**src/rtl/arb_defs_pkg.sv**
```systemverilog
// Shared definitions for the round-robin arbiter: FSM state encoding and default sizing.
package arb_defs;

  localparam int ARB_N        = 8;
  localparam int ARB_W        = 3;
  localparam int ARB_HOLD_MAX = 15;

  typedef enum logic {
    ST_IDLE  = 1'b0,
    ST_GRANT = 1'b1
  } arb_state_e;

endpackage

```
**src/rtl/rr_prio_enc.sv**
```systemverilog
// Rotating priority encoder: returns the first set request at or after ptr, in circular order.
module rr_prio_enc
  import arb_defs::*;
#(
  parameter int N = ARB_N,
  parameter int W = ARB_W
) (
  input  logic [N-1:0] req,
  input  logic [W-1:0] ptr,
  input  logic         ena,
  output logic [W-1:0] idx,
  output logic         any
);

  logic [N-1:0] rot_s;
  logic [W-1:0] off_s;

  // Rotate right by ptr so the highest-priority requester lands on bit 0.
  always_comb begin
    rot_s = {N{1'b0}};
    for (int i = 0; i < N; i++) begin
      rot_s[i] = req[W'(i) + ptr];
    end
  end

  // Lowest set bit of the rotated vector; scanning downward lets the lowest index win.
  always_comb begin
    off_s = {W{1'b0}};
    for (int i = N - 1; i >= 0; i--) begin
      if (rot_s[i]) begin
        off_s = W'(i);
      end else begin
        off_s = off_s;
      end
    end
  end

  assign any = ena & (|rot_s);
  assign idx = off_s + ptr;

endmodule

```
**src/rtl/rr_arbiter8.sv**
```systemverilog
// Round-robin arbiter with a registered, held grant passed on in circular order.
// Define ARB_TIMEOUT_EN to add a hold counter that forces release after HOLD_MAX cycles.
module rr_arbiter8
  import arb_defs::*;
#(
  parameter int N        = ARB_N,
  parameter int W        = ARB_W,
  parameter int HOLD_MAX = ARB_HOLD_MAX
) (
  input  logic         clk,
  input  logic         rst,
  input  logic [N-1:0] req,
  input  logic         done,
  output logic [N-1:0] gnt,
  output logic [W-1:0] gnt_idx,
  output logic         gnt_vld,
  output logic         tmo
);

  if (N < 2 || N > 8 || (1 << W) != N || HOLD_MAX < 1) begin : g_param_check
    $error("rr_arbiter8: unsupported N/W/HOLD_MAX combination");
  end

  arb_state_e   state_q, state_d;
  logic [W-1:0] ptr_q, ptr_d;
  logic [N-1:0] gnt_q, gnt_d;
  logic [W-1:0] gnt_idx_q, gnt_idx_d;
  logic         gnt_vld_q, gnt_vld_d;
  logic         tmo_q, tmo_d;

  logic         owner_req_s;
  logic         normal_rel_s;
  logic         forced_s;
  logic         release_s;
  logic         timeout_hit_s;
  logic [N-1:0] enc_req_s;
  logic [W-1:0] enc_ptr_s;
  logic         enc_ena_s;
  logic [W-1:0] enc_idx_s;
  logic         enc_any_s;
  logic [N-1:0] enc_onehot_s;

`ifdef ARB_TIMEOUT_EN
  localparam int CW = $clog2(HOLD_MAX + 1);

  logic [CW-1:0] hold_cnt_q, hold_cnt_d;

  // Counter value seen in the k-th grant cycle is k-1, so this fires in cycle HOLD_MAX.
  assign timeout_hit_s = (hold_cnt_q == CW'(HOLD_MAX - 1));
`else
  assign timeout_hit_s = 1'b0;
`endif

  // Release detection and encoder setup; on release the owner is masked and ptr moves past it.
  always_comb begin
    owner_req_s  = req[gnt_idx_q];
    normal_rel_s = 1'b0;
    forced_s     = 1'b0;
    release_s    = 1'b0;
    enc_req_s    = req;
    enc_ptr_s    = ptr_q;
    enc_ena_s    = 1'b0;
    case (state_q)
      ST_IDLE: begin
        enc_ena_s = 1'b1;
      end
      ST_GRANT: begin
        normal_rel_s = done | ~owner_req_s;
        forced_s     = timeout_hit_s & ~normal_rel_s;
        release_s    = normal_rel_s | forced_s;
        enc_req_s    = req & ~gnt_q;
        enc_ptr_s    = gnt_idx_q + W'(1);
        enc_ena_s    = release_s;
      end
      default: begin
        enc_ena_s = 1'b0;
      end
    endcase
  end

  rr_prio_enc #(
    .N (N),
    .W (W)
  ) u_enc (
    .req (enc_req_s),
    .ptr (enc_ptr_s),
    .ena (enc_ena_s),
    .idx (enc_idx_s),
    .any (enc_any_s)
  );

  assign enc_onehot_s = {{(N-1){1'b0}}, 1'b1} << enc_idx_s;

  // Next-state and next-grant decision.
  always_comb begin
    state_d   = state_q;
    ptr_d     = ptr_q;
    gnt_d     = gnt_q;
    gnt_idx_d = gnt_idx_q;
    gnt_vld_d = gnt_vld_q;
    tmo_d     = 1'b0;
`ifdef ARB_TIMEOUT_EN
    hold_cnt_d = (state_q == ST_GRANT) ? hold_cnt_q + CW'(1) : hold_cnt_q;
`endif
    case (state_q)
      ST_IDLE: begin
        if (enc_any_s) begin
          state_d   = ST_GRANT;
          gnt_d     = enc_onehot_s;
          gnt_idx_d = enc_idx_s;
          gnt_vld_d = 1'b1;
`ifdef ARB_TIMEOUT_EN
          hold_cnt_d = {CW{1'b0}};
`endif
        end else begin
          gnt_d     = {N{1'b0}};
          gnt_vld_d = 1'b0;
        end
      end
      ST_GRANT: begin
        if (release_s) begin
          ptr_d = enc_ptr_s;
          tmo_d = forced_s;
          if (enc_any_s) begin
            gnt_d     = enc_onehot_s;
            gnt_idx_d = enc_idx_s;
            gnt_vld_d = 1'b1;
`ifdef ARB_TIMEOUT_EN
            hold_cnt_d = {CW{1'b0}};
`endif
          end else begin
            state_d   = ST_IDLE;
            gnt_d     = {N{1'b0}};
            gnt_vld_d = 1'b0;
          end
        end else begin
          state_d = ST_GRANT;
        end
      end
      default: begin
        state_d   = ST_IDLE;
        gnt_d     = {N{1'b0}};
        gnt_vld_d = 1'b0;
      end
    endcase
  end

  // State, pointer and output registers.
  always_ff @(posedge clk) begin
    if (rst) begin
      state_q   <= ST_IDLE;
      ptr_q     <= {W{1'b0}};
      gnt_q     <= {N{1'b0}};
      gnt_idx_q <= {W{1'b0}};
      gnt_vld_q <= 1'b0;
      tmo_q     <= 1'b0;
    end else begin
      state_q   <= state_d;
      ptr_q     <= ptr_d;
      gnt_q     <= gnt_d;
      gnt_idx_q <= gnt_idx_d;
      gnt_vld_q <= gnt_vld_d;
      tmo_q     <= tmo_d;
    end
  end

`ifdef ARB_TIMEOUT_EN
  // Grant hold counter.
  always_ff @(posedge clk) begin
    if (rst) begin
      hold_cnt_q <= {CW{1'b0}};
    end else begin
      hold_cnt_q <= hold_cnt_d;
    end
  end
`endif

  assign gnt     = gnt_q;
  assign gnt_idx = gnt_idx_q;
  assign gnt_vld = gnt_vld_q;
  assign tmo     = tmo_q;

endmodule

```
**config.mk**
```make
export PLATFORM = sky130hd
export DESIGN_NAME = rr_arbiter8
export DESIGN_NICKNAME = d
export VERILOG_FILES = /design/src/rtl/arb_defs_pkg.sv /design/src/rtl/rr_prio_enc.sv /design/src/rtl/rr_arbiter8.sv
export SDC_FILE = /design/constraint.sdc
export NUM_CORES = 1
export LEC_CHECK = 0
export ABC_AREA = 1
export BUFFER_PORTS_ARGS = -buffer_cell sky130_fd_sc_hd__buf_4
export CAP_MARGIN = 40
export CORE_ASPECT_RATIO = 1.2
export CORE_MARGIN = 2
export CORE_UTILIZATION = 40
export CTS_BUF_LIST = sky130_fd_sc_hd__clkbuf_2
export DETAILED_ROUTE_END_ITERATION = 8
export PLACE_DENSITY = 0.6
export SYNTH_ARGS = -nofsm -noshare
export SYNTH_HDL_FRONTEND = slang
export SYNTH_HIERARCHICAL = 1
export SYNTH_SLANG_ARGS = --single-unit
export TNS_END_PERCENT = 10
```
**constraint.sdc**
```tcl
create_clock -name clk -period 4 [get_ports clk]
set_input_delay 0.6 -clock clk [delete_from_list [all_inputs] [get_ports clk]]
set_output_delay 0.6 -clock clk [all_outputs]
set_load 0.05 [all_outputs]
```
==> results_dict.tcl <==
set metrics [dict create \
    seq_area_frac_synth 0.1975 \
    drt_iter0_drc 74 \
    syn_area_mm2 0.001622 \
    holdBufCountCts 0 \
    cts-htree-levels 1 \
    synth_area_leaders "dfxtp_1, nand2_1, nand2_2" \
    status "finished, final reports clean" \
    ant_nets 0 \
    drive_gt1_frac 0.3732 \
    viasPerCell 5.073 \
    grt_start_max_net_pins 23 \
    ys_warn_count 6 \
    netlist.top_cell.by_area "dfxtp_1" \
    grt_pass1_vias 1484 \
    synthTopCellsByCount "nand2_1, inv_1, nand3_1, nand2_2, dfxtp_1" \
    yosys_register_bits 16 \
    start_kind "register" \
    die_h_um 73.75 \
    maxCapViolCount 0 \
    final-setup-viol-count 0 \
    cts-buffers-inserted 3 \
    synth_edf_count 0 \
    slew_violations 0 \
    clk_pin_slew_ps 140 \
    hp-class "reg2reg" \
    place_congestion 0.8402 \
    hold_viol 0 \
    drt_first_pass_iters 5 \
    synth_most_common_cell "nand2_1" \
    initial_core_util 0.4147 \
    portBuffers 22 \
    core_mm2 0.003910 \
    drc 0 \
    crit_fanout 5 \
    syn_area_per_cell_um2 6.486 \
    syn_nets 266 \
    track_usage 0.1732 \
    rrSetupSlack_ps 330 \
    cts.sinks 16 \
    worstPathArrival_ps 3910 \
    crit_type "reg2reg" \
    fmax_mhz 272.5 \
    hold_ws_ps 497.5 \
    synth_cell_type_count 33 \
    fp.dieW_um 62.12 \
    vias 1674 \
    clkLatencyLatePin_ps 290 \
    synth_cells 250 \
    row_count 25 \
    synth_top_cell_area_share 0.1975 \
    dp.final_hpwl_mm 3.213 \
    area_growth_pct 21.30 \
    cts-root-buf "clkbuf_2" \
    tritoncts "done" \
    antenna_found_initial 0 \
    end_kind "register" \
    skew_ps 2.468 \
    clockBufferDepth 2 \
    diodes 0 \
    fin_crit_sh 0.9175 \
    grt_pass1_wl_mm 6.382 \
    drt_wl_total_mm 4.053 \
    layout_min_cycle_time_ps 3670 \
    post_drt_wl_per_cell_um 12.28 \
    synthArstFlopShare 0 \
    grt_overflow 0 \
    cp.required_ps 4240 \
    final_nets 294 \
    ioPinCount 24 \
    synth-main-ff-cell "dfxtp_1" \
    die-area_mm2 0.004581 \
]
[critical path, stage by stage, from the launching register on]
cell and delay (ps):
dfxtp_4 380, ha_1 270, inv_1 50, o21ai_2 110, inv_1 90, ha_4 290, inv_1 80, nand3_1 130
nand3_1 80, nand2_1 110, nand2_1 70, nand2_1 50, nand2_1 40, nand2_1 50, nand2_1 60, a21oi_2 120
ha_1 140, inv_1 40, fa_1 370, xor2_1 180, nand3b_1 130, nand2_1 70, inv_2 150, inv_4 80
nor4_4 240, nand2_2 90, a21oi_2 110
[cell type report]
class / instances / area, µm²
multi-input cells: 191 / 1182
repair buffers: 31 / 232.7
flip-flops and latches: 16 / 327.8
fillers: 403 / 1943
inverters: 35 / 141.4
clock buffers: 3 / 15.01
well taps: 54 / 67.56
[placed cells by master, fill, tap and decap left out, types with 3 or more instances in the layout]
master	synthesis	final
nand2_1	66	66
buf_4	1	31
inv_1	28	26
nand3_1	24	23
nand2_2	22	22
dfxtp_1	16	14
a21oi_1	12	11
nor2_1	11	11
a21oi_2	9	10
nand3_2	7	8
nand4_1	8	8
nor4_2	0	6
inv_2	4	5
nand2_4	3	3
nor2_2	3	3
ha_1	4	3
clkbuf_2	0	3
[metrics by stage]
stage / utilization / std cells / setup TNS [ps] / setup slack (ps) / area, µm²
6_report: 0.5030 / 330 / 0 / 329.8 / 1967
5_1_grt: 0.5030 / 330 / -42.31 / -24.26 / 1967
4_1_cts: 0.4717 / 327 / 0 / 134.7 / 1844
3_5_place_dp: 0.4678 / 324 / 0 / 195.2 / 1829
3_3_place_gp: 0.4678 / 324 / 0 / 218.9 / 1829
2_1_floorplan: - / 250 / 0 / 63.55 / 1624
[layer usage]
metal / vias up / wire length (µm) / global-route usage
met2: 41 / 2080 / 0.3418
met1: 770 / 1773 / 0.2002
li1: 856 / - / -
met3: 7 / 107 / 0.01072
met4: 0 / 91 / 0.05679
met5: - / 0 / 0
[state kept, by name, indices dropped and copies added, names as in the netlist]
name	flops
ptr_q	3
gnt_vld	1
gnt	8
gnt_idx	3
state_q	1
[final timing paths]
path,startpoint,end,cells after the start
min,ptr_q[1],ptr_q[1],2
min reg2reg,ptr_q[1],ptr_q[1],2
max,gnt_idx[0],gnt[6],26
max reg2reg,gnt_idx[0],gnt[6],26
[logic make-up (layout without fill, tap and decap cells)]
logic type | after synthesis | count (layout) | share of synthesized area
compound gates | 26 | 26 | 0.1049
xor+xnor | 4 | 4 | 0.02624
fa+ha+maj | 5 | 5 | 0.04321
buf+inv | 43 | 69 | 0.1304
flops | 16 | 16 | 0.1975
other cells | 1 | 1 | 0.002313
simple gates | 155 | 155 | 0.4954
[timing repair]
| item | CTS | global route |
|---|---|---|
| setup buffers | 0 | 3 |
| gates resized for setup | 0 | 19 |
| setup endpoints to repair | 0 | 9 |
Power is left out: the tool's default activity adds up to more than one toggle a clock period on the data nets, which glitch-free logic cannot reach.
